`src/rtl/branch_ctrl.sv`:
```
// branch_ctrl: decodes the current instruction and drives the fetch unit's
// branch controls. Also runs the start/halt handshake with the bench, keeps
// a programmable absolute-target LUT, a latched condition flag and a
// saturating taken-branch counter.
module branch_ctrl #(
    parameter int unsigned PC_WIDTH    = 11,
    parameter int unsigned INSTR_WIDTH = 9,
    parameter int unsigned LUT_DEPTH   = 16
) (
    input  logic                   ckl,
    input  logic                   reset,
    input  logic                   start,
    input  logic [INSTR_WIDTH-1:0] instr,
    input  logic                   ALU_flag,
    input  logic                   lut_we,
    input  logic [3:0]             lut_addr,
    input  logic [PC_WIDTH-1:0]    lut_wdata,
    output logic                   branch_abs,
    output logic                   branch_rel,
    output logic [PC_WIDTH-1:0]    Target,
    output logic                   done,
    output logic [15:0]            taken_cnt
);

    localparam int unsigned OP_W  = 4;
    localparam int unsigned OFF_W = 5;
    localparam int unsigned CNT_W = 16;

    // FSM encoding
    localparam logic [1:0] S_IDLE = 2'd0;
    localparam logic [1:0] S_RUN  = 2'd1;
    localparam logic [1:0] S_DONE = 2'd2;

    // Opcodes (instr[8:5])
    localparam logic [OP_W-1:0] OP_BRA  = 4'b1110;
    localparam logic [OP_W-1:0] OP_BAZ  = 4'b1101;
    localparam logic [OP_W-1:0] OP_BRZ  = 4'b1100;
    localparam logic [OP_W-1:0] OP_CMP  = 4'b1010;
    localparam logic [OP_W-1:0] OP_HALT = 4'b1111;

    localparam logic [CNT_W-1:0] CNT_MAX = {CNT_W{1'b1}};

    logic [1:0]          state_q, state_d;
    logic                flag_q,  flag_d;
    logic                done_q,  done_d;
    logic [CNT_W-1:0]    cnt_q,   cnt_d;
    logic [PC_WIDTH-1:0] lut_q [LUT_DEPTH];
    logic [PC_WIDTH-1:0] lut_d [LUT_DEPTH];

    logic [OP_W-1:0]     opcode;
    logic [3:0]          lut_idx;
    logic [OFF_W-1:0]    rel_off;
    logic [PC_WIDTH-1:0] lut_rd;
    logic [PC_WIDTH-1:0] rel_tgt;
    logic                taken;

    assign opcode  = instr[INSTR_WIDTH-1 -: OP_W];
    assign lut_idx = instr[3:0];
    assign rel_off = instr[OFF_W-1:0];
    // Combinational read sees the pre-write contents in a same-cycle write
    assign lut_rd  = lut_q[lut_idx];
    assign rel_tgt = {{(PC_WIDTH-OFF_W){rel_off[OFF_W-1]}}, rel_off};

    assign done      = done_q;
    assign taken_cnt = cnt_q;

    // State, flag, counter and done registers
    always_ff @(posedge ckl or posedge reset) begin
        if (reset) begin
            state_q <= S_IDLE;
            flag_q  <= 1'b0;
            done_q  <= 1'b0;
            cnt_q   <= '0;
        end else begin
            state_q <= state_d;
            flag_q  <= flag_d;
            done_q  <= done_d;
            cnt_q   <= cnt_d;
        end
    end

    // Target LUT storage, cleared by reset
    always_ff @(posedge ckl or posedge reset) begin
        if (reset) begin
            for (int i = 0; i < int'(LUT_DEPTH); i++) begin
                lut_q[i] <= '0;
            end
        end else begin
            for (int i = 0; i < int'(LUT_DEPTH); i++) begin
                lut_q[i] <= lut_d[i];
            end
        end
    end

    // LUT write port, active in any state
    always_comb begin
        for (int i = 0; i < int'(LUT_DEPTH); i++) begin
            lut_d[i] = lut_q[i];
        end
        if (lut_we) begin
            lut_d[lut_addr] = lut_wdata;
        end
    end

    // Decode, branch outputs and next-state logic
    always_comb begin
        state_d    = state_q;
        flag_d     = flag_q;
        cnt_d      = cnt_q;
        taken      = 1'b0;
        branch_abs = 1'b0;
        branch_rel = 1'b0;
        Target     = '0;

        case (state_q)
            S_RUN: begin
                case (opcode)
                    OP_BRA: begin
                        branch_abs = 1'b1;
                        Target     = lut_rd;
                        taken      = 1'b1;
                    end
                    OP_BAZ: begin
                        if (flag_q) begin
                            branch_abs = 1'b1;
                            Target     = lut_rd;
                            taken      = 1'b1;
                        end
                    end
                    OP_BRZ: begin
                        if (flag_q) begin
                            branch_rel = 1'b1;
                            Target     = rel_tgt;
                            taken      = 1'b1;
                        end
                    end
                    OP_CMP: begin
                        flag_d = ALU_flag;
                    end
                    OP_HALT: begin
                        state_d = S_DONE;
                    end
                    default: ;
                endcase
            end
            default: begin
                // IDLE and DONE hold the PC: add zero
                branch_rel = 1'b1;
            end
        endcase

        if (taken && (cnt_q != CNT_MAX)) begin
            cnt_d = cnt_q + CNT_W'(1);
        end

        // Start overrides everything, including a HALT in the same cycle
        if (start) begin
            state_d = S_RUN;
            flag_d  = 1'b0;
            cnt_d   = '0;
        end

        done_d = (state_d == S_DONE);
    end

endmodule

```
`config.mk`:
```
export PLATFORM = sky130hd
export DESIGN_NAME = branch_ctrl
export DESIGN_NICKNAME = d
export VERILOG_FILES = /design/src/rtl/branch_ctrl.sv
export SDC_FILE = /design/constraint.sdc
export NUM_CORES = 1
export LEC_CHECK = 0
export BUFFER_PORTS_ARGS = -buffer_cell sky130_fd_sc_hd__buf_2
export CAP_MARGIN = 20
export CORE_ASPECT_RATIO = 2
export CORE_MARGIN = 2
export CORE_UTILIZATION = 45
export DETAILED_ROUTE_END_ITERATION = 8
export PLACE_DENSITY = 0.67
export SLEW_MARGIN = 20
export SYNTH_ARGS = -nofsm -noshare
export SYNTH_HDL_FRONTEND = slang
export SYNTH_SLANG_ARGS = --single-unit
```
`constraint.sdc`:
```
create_clock -name ckl -period 7.45 [get_ports ckl]
set_clock_uncertainty 0.1 [all_clocks]
set_input_delay 0.3725 -clock ckl [delete_from_list [all_inputs] [get_ports ckl]]
set_output_delay 0.3725 -clock ckl [all_outputs]
set_load 0.1 [all_outputs]
```
; ---- Yosys cells after proc, flatten, opt, wreduce, memory -nomap -nowiden
; Index checks and enable logic that the tools add are counted.
[word_totals]
register_bits = 196
inputBits = 29
out_inout_bits = 30
word_cells = 66
[op_classes]
reduce_logical = 7
order_cmp = 3
n_eq_ne = 8
muxes = 25
bitwise_logic = 2
add_sub_neg = 1
[op_table]
columns = op, n
row1 = 176-bit bitwise mux, 1
row2 = 11-bit two-way mux, 6
row3 = 11-bit binary-select mux with 4-bit select, 1
row4 = 11-bit demux with 4-bit select, 1
row5 = 11-bit case mux with 3 select lines, 1
row6 = 16-bit two-way mux, 2
row7 = "4-bit equality test, second input constant", 5
row8 = "16-bit by 1-bit adder with 16-bit output, second input constant", 1
row9 = "16-bit inequality test, second input constant", 1
row10 = "5-bit greater-or-equal comparator, second input constant", 2
row11 = 4-bit NOT with 5-bit output, 2
row12 = 1-bit two-way mux, 8
row13 = 2-bit two-way mux, 3
row14 = 2-bit nonzero test, 3
row15 = "5-bit by 1-bit less-than comparator with 1-bit output, second input constant", 1
row16 = 1-bit case mux with 2 select lines, 2
row17 = "2-bit by 1-bit equality test with 1-bit output, second input constant", 1
row18 = "2-bit equality test, second input constant", 1
row19 = 1-bit logical AND, 2
row20 = 2-bit AND reduction, 1
row21 = 2-bit OR reduction, 1

; ---- Longest topological paths before layout
; Gate-level depths: netlist (run 1).
[depth]
depth_word = 7
ltp_mapped = 8
ltp_nobuf = 5

; ---- Least setup slack after synthesis (run 1)
; OpenSTA, ideal clock, no wires.
[synth_path]
kind = in2out
startpoint = in instr[2]
endpoint = out Target[9]
n_path_buf = 3
required_time_ns = 6.977
cell_stages = 6
arrival_ns = 4.722
setup_slack_ns = 2.255
cell_sequence = buf_2 -> buf_4 -> buf_2 -> mux4_2 -> mux2i_1 -> o311ai_0
[synth_between]
elab_chain_cells = 7
[synth_rtl]
columns = item, line_no
row1 = start: declaration, 13  ; input logic [INSTR_WIDTH-1:0] instr,
row2 = 4-bit NOT with 5-bit output (implied by the code) *, 61  ; assign lut_rd = lut_q[lut_idx];
row3 = 11-bit binary-select mux with 4-bit select *, 61
row4 = 11-bit two-way mux (implied by the code) * (2 in series), 61
row5 = 11-bit two-way mux, 124  ; if (flag_q) begin
row6 = 11-bit case mux with 3 select lines *, 117  ; case (opcode)
row7 = 11-bit two-way mux *, 115  ; case (state_q)
row8 = end: declaration, 20  ; output logic [PC_WIDTH-1:0] Target,
; Every way passes the cells marked *; elsewhere a longest branch is shown, timed or not. The select of a mux whose other input is x is not followed.

; ---- Worst setup path after layout (run 1)
[layout_path]
startpoint = reg state_q[1]
endpoint = out Target[8]
[layout_between]
elab_chain_cells = 2
[layout_rtl]
columns = item, line_no
row1 = start: declaration, 43  ; logic [1:0] state_q, state_d;
row2 = start signal: assignment, 75  ; state_q <= state_d;
row3 = 2-bit by 1-bit equality test with 1-bit output, 115
row4 = 11-bit two-way mux, 115
; No other way between the ends.

==> impl_metrics.csv, run 1 <==
group,metric,value,unit
floorplanning,initial_core_util,0.461,
final_layout,final_nets,762,
power,p_int,2.07,mW
timing,final-setup-viol-count,0,
floorplanning,die_h,209,um
setup_path,cp_slowest_stage_delay,0.57,ns
power,p_leak,4.53,nW
setup_path,crit_path_end_kind,"output pin",
setup_path,critPathBufInv,2,
power,combinationalPowerShare,0.168,
cts,cts_setup_buffers,0,
place,hpwl,15100,um
synth,synth.net_count,725,
grt,gr-total-overflow,0,
grt,grt_util_all_layers,0.215,
final_layout,antenna_cells,0,
synth,synth.most_common_cell,"dfrtp_1",
timing,timing.final.hold_violations,14,
setup_path,start_kind,"flip-flop",
detailed_routing,vias,6133,
grt,grt_pass1_vias,6512,
power,sequentialPowerShare,0.499,
synth,synthTopCellsByCount,"dfrtp_1, mux2_2, mux2i_1, mux4_2, nor2_1",
setup_path,worst_path_dominant_cell_family,"buffers and inverters",
timing,relSlewSlack,0.298,
floorplanning,die-area,0.0222,mm2
timing,worst_pin_slew,1.05,ns
setup_path,required,6.98,ns
detailed_routing,drt_iter0_markers,436,
synth,ys_seq_elements,196,
timing,timing.fmax,293,MHz
synth,postSynthAreaPerCell,13.6,um2
grt,antenna_found_initial,0,
timing,fin_crit_sh,0.458,
cts,cts_tree,"built",
synth,synth_top_area_cell,"dfrtp_1",
setup_path,path_cells,"and4b_2 > o211ai_1 > inv_1 > nand3_1 > o21ai_0 > buf_2",
synth,synth.cell_area,0.00943,mm2
min_path,hold_class,"primary input to async pin",
power,powerDensity,267,mW/mm2
timing,holdWs,-0.0456,ns
detailed_routing,first_pass_iters,7,
cts,clock_sinks,196,
setup_path,critPathSlowestCell,"inv_1",
place,post-place-ws,4.14,ns
flow_run,maxCapViolations,0,
run_status,status,"complete, but fails checks",
floorplanning,io_pins,59,
synth,synthTopCellsByArea,"dfrtp_1, mux2_2, mux4_2",
synth,netlist.area_leader.share,0.520,
synth,syn_inst,695,
timing,setup_ws,4.04,ns
place,place.gp.congestion,0.869,
run_status,violations,"negative hold slack",
synth,synth_edf_count,0,
synth,ys_async_sr_fraction,1.00,
setup_path,reg2reg_setup_slack,5.18,ns
power,netSwitchingFraction,0.264,
place,port-buffer-count,58,
grt,grt_max_degree,134,
floorplanning,die_x,106,um
cts,htree_levels,4,
detailed_routing,ant_nets,0,
setup_path,cp_max_fo,13,
detailed_routing,drt_wl_total,23100,um
synth,synth_flop_cell,"dfrtp_1",
timing,tns,0,ns
timing,rsz0062_at_grt,"false",
detailed_routing,routed_via_density,6.07,
cts,clk_pin_slew_worst_paths,0.07,ns
power,p_sw,740,uW
synth,synth_cell_type_count,57,
setup_path,crit_arrival,2.94,ns
timing,slew_violations,0,
setup_path,crit_type,"flip-flop to output pin",
synth,ys_warn_count,0,
power,peakVddDrop,0.163,mV
floorplanning,coreArea,0.0205,mm2
detailed_routing,wire_per_inst,22.9,um
cts,clockBufferDepth,2,
timing,fin_crit,3.41,ns
cts,cts_root_buf,"clkbuf_16",
synth,yosysSeqAreaShare,0.520,
floorplanning,rows,74,
cts,postCtsHoldBufs,0,
detailed_routing,drc,0,
cts,cts_resized,0,
cts,cts_buffers,17,
grt,grt_pass1_wl,36100,um
power,power_frac_clock,0.333,
final_layout,drive_gt1_frac,0.444,
final_layout,areaGrowthSynthToFinish,11.3,%
cts,clock_latency,0.44,ns
==> state kept, by name (all words and copies together), names as in the netlist <==
name and count:
lut_q 176, done 1, flag_q 1, taken_cnt 16, state_q 2
==> layer usage <==
layer	up-vias	wire, um	global-route usage	part of all wire
li1	2675	-	-	-
met1	3226	9080	0.247	0.39
met2	179	12600	0.392	0.54
met3	53	782	0.0343	0.034
met4	0	697	0.0903	0.030
met5	-	0	0	0
==> worst register-to-register path, cell delays in order, from the launching register on <==
cell and delay (ns):
dfrtp_1 0.42, ha_1 0.25, inv_1 0.13, or4_2 0.72, a21oi_1 0.18, mux2_2 0.35
==> cell type report <==
class / count / area (um2)
clock buffers: 17 / 425
clock inverters: 15 / 174
fillers: 1718 / 9960
inverters: 8 / 37.5
multi-input cells: 442 / 4270
flip-flops and latches: 196 / 4900
well taps: 266 / 333
repair buffers: 67 / 358
==> power groups by stage <==
stage | clock (mW) | sequential (mW) | combinational, mW
after global routing | 0.985 | 1.43 | 0.509
final | 0.935 | 1.40 | 0.470
after detailed placement | 0 | 1.42 | 0.473
after CTS | 0.955 | 1.40 | 0.476
after floorplan | 0 | 1.38 | 0.386
after global placement | 0 | 1.40 | 0.450
==> cell usage in the layout (no fill, tap or decap), types with 6 or more instances in the layout <==
cell	count
nand4_1	6
inv_1	6
a32oi_1	12
nand2_1	18
nor2b_1	12
nand3_1	14
nor2_1	21
nand2b_1	11
mux2i_1	29
o21ai_0	9
buf_4	9
buf_2	58
mux4_2	26
mux2_2	192
o31ai_1	6
o22ai_1	7
dfrtp_1	196
a21oi_1	12
clkbuf_16	17
==> through the flow <==
step           cells  power (mW)   util  hold slack [ns]  instance area [um2]
4_1_cts         1011        2.83  0.513           0.0591                10500
5_1_grt         1011        2.92  0.513           0.0805                10500
3_3_place_gp     979        1.85  0.484            0.382                 9900
2_1_floorplan    695        1.77      -            0.371                 9430
3_5_place_dp     979        1.89  0.484            0.387                 9900
6_report        1011        2.81  0.513          -0.0456                10500
==> cells by family after synthesis <==
family / synth area share
buffers and inverters: 0.0284
adder cells (fa/ha/maj): 0.00133
multiplexers: 0.322
flip-flops: 0.520
AND/OR/NAND/NOR: 0.0768
AO/OA/AOI/OAI: 0.0511
==> path summary, 6_finish.rpt <==
check	cells after the start	to	startpoint
worst min register to register	1	lut_q[163]	lut_q[163]
min in group ckl	3	flag_q	ALU_flag
worst min-delay path	2	taken_cnt[13]	reset
max in group asynchronous	3	lut_q[38]	reset
worst max register to register	5	taken_cnt[2]	taken_cnt[0]
worst max-delay path	6	Target[8]	state_q[1]
No activity file was read; power rests on OpenSTA's default activity.
==> inputs of run 2 (changes only) <==
ABC_AREA = 1   (was default)
PLACE_DENSITY = 0.69   (was 0.67)
clock period = 2.98 ns   (was 7.45 ns; I/O delays follow)
==> run 2 against run 1 <==
Net effect:
- the run now ends clean
- clock-buffer cell count grew 2
- cell count grew 64%
- die area grew 5.6%
- sequential cell count is the same
==> impl_metrics.csv, run 2 <==
group,metric,value,unit
final_layout,antenna_cells,0,
final_layout,drive_gt1_frac,0.0948,
cts,cts_setup_buffers,0,
synth,synthTopCellsByCount,"nand2_1, dfrtp_1, inv_1, o21ai_0, nand3_1",
floorplanning,die_h,215,um
power,total_power,6.96,mW
grt,gr-total-overflow,0,
detailed_routing,routed_via_density,5.23,
synth,postSynthAreaPerCell,7.41,um2
detailed_routing,ant_nets,0,
timing,timing.final.hold_violations,0,
cts,clk_pin_slew_worst_paths,0.06,ns
place,port-buffer-count,58,
floorplanning,die_x,109,um
synth,synth.cell_area,0.00997,mm2
final_layout,multi_input_comb_area,0.00398,mm2
synth,ys_warn_count,0,
power,peakVddDrop,0.553,mV
power,powerDensity,622,mW/mm2
detailed_routing,drt_wl_total,26700,um
setup_path,crit_type,"primary input to output pin",
min_path,min_from,"instr[6]",
detailed_routing,wire_per_inst,16.1,um
synth,ys_async_sr_fraction,1.00,
place,place.gp.congestion,0.889,
grt,grt_util_all_layers,0.241,
setup_path,start_kind,"primary input",
setup_path,r2r_cells,8,
setup_path,required,2.73,ns
synth,synth_edf_count,0,
cts,cts_tree,"built",
detailed_routing,drc,0,
timing,worst_pin_slew,0.916,ns
cts,clock_latency,0.45,ns
synth,synthTopCellsByArea,"dfrtp_1, nand2_1, o21ai_0",
timing,final-setup-viol-count,0,
setup_path,path_cells,"buf_2 > inv_4 > buf_4 > nand2_1 > nand3_1 > nand3_1 > nand3_1 > nand2_1 > nand2_1 > a21oi_1 > buf_2",
setup_path,critPathSlowestCell,"buf_2",
synth,yosysSeqAreaShare,0.492,
synth,synth.net_count,1377,
detailed_routing,vias,8671,
synth,synth_top_area_cell,"dfrtp_1",
setup_path,reg2reg_setup_slack,1.06,ns
cts,clockBufferDepth,2,
timing,slew_violations,0,
power,p_leak,5.66,nW
final_layout,final_cell_mix,"nand2_1, dfrtp_1, inv_1, o21ai_0, nand3_1",
setup_path,reg2reg_from,"taken_cnt[1]",
cts,cts_root_buf,"clkbuf_16",
setup_path,cp_slowest_stage_delay,0.44,ns
timing,relSlewSlack,0.388,
detailed_routing,first_pass_iters,7,
min_path,hold_class,"primary input to flip-flop",
setup_path,worst_path_dominant_cell_family,"buffers and inverters",
final_layout,largest_reg_flops,176,
min_path,min_to,"done",
place,hpwl,18100,um
floorplanning,rows,77,
flow_run,maxCapViolations,0,
synth,synth_flop_cell,"dfrtp_1",
timing,fin_crit,2.34,ns
setup_path,cp_max_fo,24,
cts,cts_buffers,17,
final_layout,final_nets,1402,
detailed_routing,drt_iter0_markers,698,
timing,timing.fmax,427,MHz
final_layout,fill_cells,2149,
setup_path,reg2reg_to,"taken_cnt[13]",
synth,syn_inst,1347,
setup_path,crit_arrival,2.09,ns
grt,grt_pass1_vias,8406,
cts,clock_sinks,196,
min_path,min_path_cells,7,
final_layout,regMostFlops,"lut_q",
floorplanning,initial_core_util,0.454,
final_layout,register_area,0.00490,mm2
grt,grt_pass1_wl,43400,um
timing,rsz0062_at_grt,"false",
cts,htree_levels,4,
grt,antenna_found_initial,0,
setup_path,crit_path_end_kind,"output pin",
place,post-place-ws,0.662,ns
synth,synth.most_common_cell,"nand2_1",
run_status,status,"complete, no violations",
floorplanning,die-area,0.0234,mm2
synth,netlist.area_leader.share,0.492,
floorplanning,coreArea,0.0220,mm2
final_layout,areaGrowthSynthToFinish,12.3,%
synth,synth_cell_type_count,35,
floorplanning,io_pins,59,
timing,tns,0,ns
setup_path,critPathBufInv,4,
grt,grt_max_degree,83,
timing,setup_ws,0.640,ns
timing,fin_crit_sh,0.785,
synth,ys_seq_elements,196,
final_layout,final_common_cell,"nand2_1",
[run 2: cell types whose count changed after synthesis, sizes merged, moves of 12 or more]
cell	before	now
a32oi	12	0
buf	24	43
clkbuf	25	40
inv	7	184
mux2	192	0
mux2i	29	0
mux4	26	0
nand2	18	459
nand3	14	156
nor2b	12	0
o21ai	9	187
[run 2: timing repair]
action | 4_1_cts | 5_1_grt
endpoints found under the setup margin | 0 | 0
hold buffers | 16 | 0
hold endpoints to repair | 219 | 0
gates resized for setup | 0 | 0
[run 2: per-stage QoR]
| step | cell area, um2 | utilization | hold WS (ns) | instances |
|---|---|---|---|---|
| floorplan | 9980 | - | 0.170 | 1347 |
| global placement | 10500 | 0.477 | 0.0491 | 1613 |
| CTS | 11200 | 0.510 | 0.0404 | 1658 |
| global route | 11200 | 0.510 | 0.127 | 1658 |
| finish | 11200 | 0.510 | 0.0611 | 1658 |
| detailed placement | 10500 | 0.477 | 0.0498 | 1613 |
[run 2: worst max-delay path by stage]
| stage | cells after the start | slack (ns) | to | start |
|---|---|---|---|---|
| floorplan | 1 | 0.20 | done | reset |
| global placement | 11 | 0.67 | Target[5] | instr[0] |
| detailed placement | 11 | 0.66 | Target[5] | instr[0] |
| CTS | 11 | 0.66 | Target[5] | instr[0] |
| global route | 11 | 0.52 | Target[5] | instr[0] |
| finish | 11 | 0.64 | Target[5] | instr[0] |
[run 2: area by class of cell]
cell class | count | share of cell area
Tap cell | 276 | 0.0308
Clock inverter | 10 | 0.00994
Sequential cell | 196 | 0.438
Timing Repair Buffer | 89 | 0.0639
Inverter | 185 | 0.0630
Multi-Input combinational cell | 883 | 0.355
Clock buffer | 19 | 0.0395
[run 2: report_power, final]
group          switching, mW  total (mW)  internal, mW
Clock                   1.00        2.24          1.24
Combinational          0.845        1.31         0.465
Sequential             0.248        3.41          3.16
Total                   2.10        6.96          4.87
[run 2: worst min-delay path, delay by kind of cell]
kind                   cells  cell delay [ns]
AND/OR/NAND/NOR            4             0.18
AO/OA/AOI/OAI              1             0.06
buffers and inverters      2             0.17
[run 2: per-layer routing]
metal  wire length [um]  vias to the layer above  part of all wire  global-route usage
met5                  0                        -                 0                   0
met4               1360                        0             0.051               0.136
met3               1240                       69             0.046              0.0444
met2              13600                      266              0.51               0.408
met1              10500                     4087              0.40               0.280
li1                   -                     4249                 -                   -
[run 2: cell families (layout without fill, tap and decap cells)]
family | Yosys count | in the layout | synth area share
simple gates | 669 | 669 | 0.286
flops | 196 | 196 | 0.492
xor+xnor | 7 | 7 | 0.00615
buf+inv | 268 | 303 | 0.110
fa+ha+maj | 1 | 1 | 0.00125
compound gates | 206 | 206 | 0.105
==> inputs of run 3 (changes only) <==
clock period = 1.9 ns   (was 2.98 ns; I/O delays follow)
==> run 3 against run 2 <==
Net effect:
- the flow now finishes with violations (negative setup slack)
- first-iteration DRC count is 2.4% lower
- sequential power rose by 57%
- via count up 3.6%
- clock-buffer cell count rose by 2
- register-to-register slack got worse by 0.85 ns
- utilization up 5.1 points
- hold slack gained 0.038 ns
- sequential cell count did not move
- wire length grew 2.3%
- non-clock buffer count grew 58
- worst setup slack got worse by 0.71 ns
- power up 63%
==> impl_metrics.csv, run 3 (synthesis results as in run 2) <==
group,metric,value,unit
run_status,status,"complete, but fails checks",
run_status,violations,"negative setup slack",
setup_path,worst_path_dominant_cell_family,"simple AND/OR/NAND/NOR gates",
final_layout,register_area,0.00490,mm2
setup_path,crit_type,"flip-flop to output pin",
min_path,min_path_cells,5,
place,port-buffer-count,58,
final_layout,largest_reg_flops,176,
place,place.gp.congestion,0.858,
setup_path,reg2reg_to,"flag_q",
min_path,min_to,"lut_q[107]",
setup_path,path_cells,"inv_1 > nand2_2 > nand3_2 > nand3_4 > nand3_2 > nand2_2 > nand2_2 > a21oi_4 > buf_12",
floorplanning,initial_core_util,0.454,
power,powerDensity,920,mW/mm2
cts,clk_pin_slew_worst_paths,0.07,ns
setup_path,cp_max_fo,2,
final_layout,postLayoutCoreUtil,0.561,
setup_path,start_kind,"flip-flop",
timing,timing.final.hold_violations,0,
detailed_routing,drt_wl_total,27300,um
floorplanning,die_h,215,um
final_layout,areaGrowthSynthToFinish,23.6,%
cts,clock_sinks,196,
setup_path,critPathSlowestCell,"dfrtp_1",
cts,clock_latency,0.46,ns
final_layout,drive_gt1_frac,0.194,
setup_path,crit_start,"lut_q[124]",
timing,rsz0062_at_grt,"true",
grt,grt_max_degree,101,
min_path,min_from,"lut_addr[0]",
cts,cts_tree,"built",
power,total_power,11.3,mW
place,placed_cell_area,0.0110,mm2
flow_run,maxCapViolations,0,
floorplanning,die_x,109,um
timing,fin_crit,1.97,ns
detailed_routing,first_pass_iters,6,
timing,tns,-0.282,ns
min_path,hold_class,"primary input to flip-flop",
floorplanning,rows,77,
grt,grt_util_all_layers,0.244,
setup_path,cp_common_cell,"nand2_2",
floorplanning,coreArea,0.0220,mm2
detailed_routing,routed_via_density,5.23,
cts,clockBufferDepth,2,
detailed_routing,drc,0,
setup_path,cp_slowest_stage_delay,0.35,ns
setup_path,critPathBufInv,2,
final_layout,final_nets,1460,
setup_path,crit_path_end_kind,"output pin",
grt,grt_pass1_vias,8907,
timing,holdWs,0.0988,ns
floorplanning,die-area,0.0234,mm2
detailed_routing,wire_per_inst,15.9,um
power,peakVddDrop,0.644,mV
timing,worst_pin_slew,0.597,ns
final_layout,regMostFlops,"lut_q",
timing,fin_crit_sh,1.04,
setup_path,required,1.70,ns
timing,relSlewSlack,0.602,
timing,setup_ws,-0.0720,ns
setup_path,crit_arrival,1.78,ns
final_layout,final_common_cell,"nand2_1",
grt,antenna_found_initial,0,
detailed_routing,ant_nets,0,
cts,cts_buffers,17,
grt,gr-total-overflow,0,
setup_path,reg2reg_from,"state_q[1]",
final_layout,fill_cells,1998,
grt,grt_pass1_wl,44200,um
final_layout,final_cell_area,0.0123,mm2
setup_path,reg2reg_setup_slack,0.21,ns
setup_path,r2r_cells,5,
timing,final-setup-viol-count,8,
place,hpwl,18300,um
detailed_routing,drt_iter0_markers,681,
cts,cts_root_buf,"clkbuf_16",
floorplanning,io_pins,59,
cts,htree_levels,4,
timing,timing.fmax,507,MHz
power,p_leak,6.11,nW
final_layout,multi_input_comb_area,0.00448,mm2
timing,slew_violations,0,
final_layout,final_cell_mix,"nand2_1, dfrtp_1, inv_1, o21ai_0, nand3_1",
detailed_routing,vias,8987,
final_layout,antenna_cells,0,
-- run 3: cell types whose count changed in the layout (fill, tap and decap cells not counted), moves of 11 or more --
cell     change
nand3_1     -53
buf_4       +50
nand3_2     +50
nand2_1     -23
nand2_2     +22
a21oi_1     -11
a21oi_4     +11
-- run 3: worst max-delay path by stage --
stage	endpoint	depth (start not counted)	slack, ns
floorplan	done	1	-0.83
global placement	Target[3]	11	0.07
detailed placement	Target[3]	11	0.07
CTS	Target[3]	9	-0.07
global route	Target[3]	9	-0.14
finish	Target[3]	9	-0.07
-- run 3: cell type report --
cell class / count / area share
clock inverter: 9 / 0.00781
inverter: 185 / 0.0572
tap: 276 / 0.0280
multi-input combinational: 883 / 0.364
timing repair buffer: 147 / 0.106
clock buffer: 21 / 0.0390
sequential: 196 / 0.398
-- run 3: report_power, final --
group | switching (mW) | leakage, nW | internal (mW) | total (mW)
clock network | 1.64 | 0.280 | 1.95 | 3.59
logic | 1.46 | 3.34 | 0.941 | 2.40
registers | 0.394 | 2.49 | 4.96 | 5.35
-- run 3: what timing repair did --
action	CTS	global route
gates cloned	0	1
buffers inserted	8	14
hold buffers	20	0
resized for setup	48	46
hold endpoints to repair	228	0
pin swaps	33	41
endpoints found under the setup margin	11	11
-- run 3: per-stage QoR --
| step | instances | setup WS, ns |
|---|---|---|
| 5_1_grt | 1717 | -0.141 |
| 3_3_place_gp | 1644 | 0.0741 |
| 2_1_floorplan | 1347 | -0.827 |
| 4_1_cts | 1702 | -0.0748 |
| 3_5_place_dp | 1644 | 0.0729 |
| 6_report | 1717 | -0.0720 |
-- run 3: per-layer routing --
metal | GRT usage | up-vias | part of all wire
li1 | - | 4374 | -
met1 | 0.284 | 4303 | 0.39
met2 | 0.424 | 245 | 0.52
met3 | 0.0356 | 65 | 0.044
met4 | 0.129 | 0 | 0.040
met5 | 0 | - | 0
-- run 3: worst register-to-register path: cells and delay by family (launching register included) --
kind,cells,cell delay [ns]
buffers and inverters,1,0.57
flip-flops,1,0.39
AO/OA/AOI/OAI,2,0.20
AND/OR/NAND/NOR,2,0.31
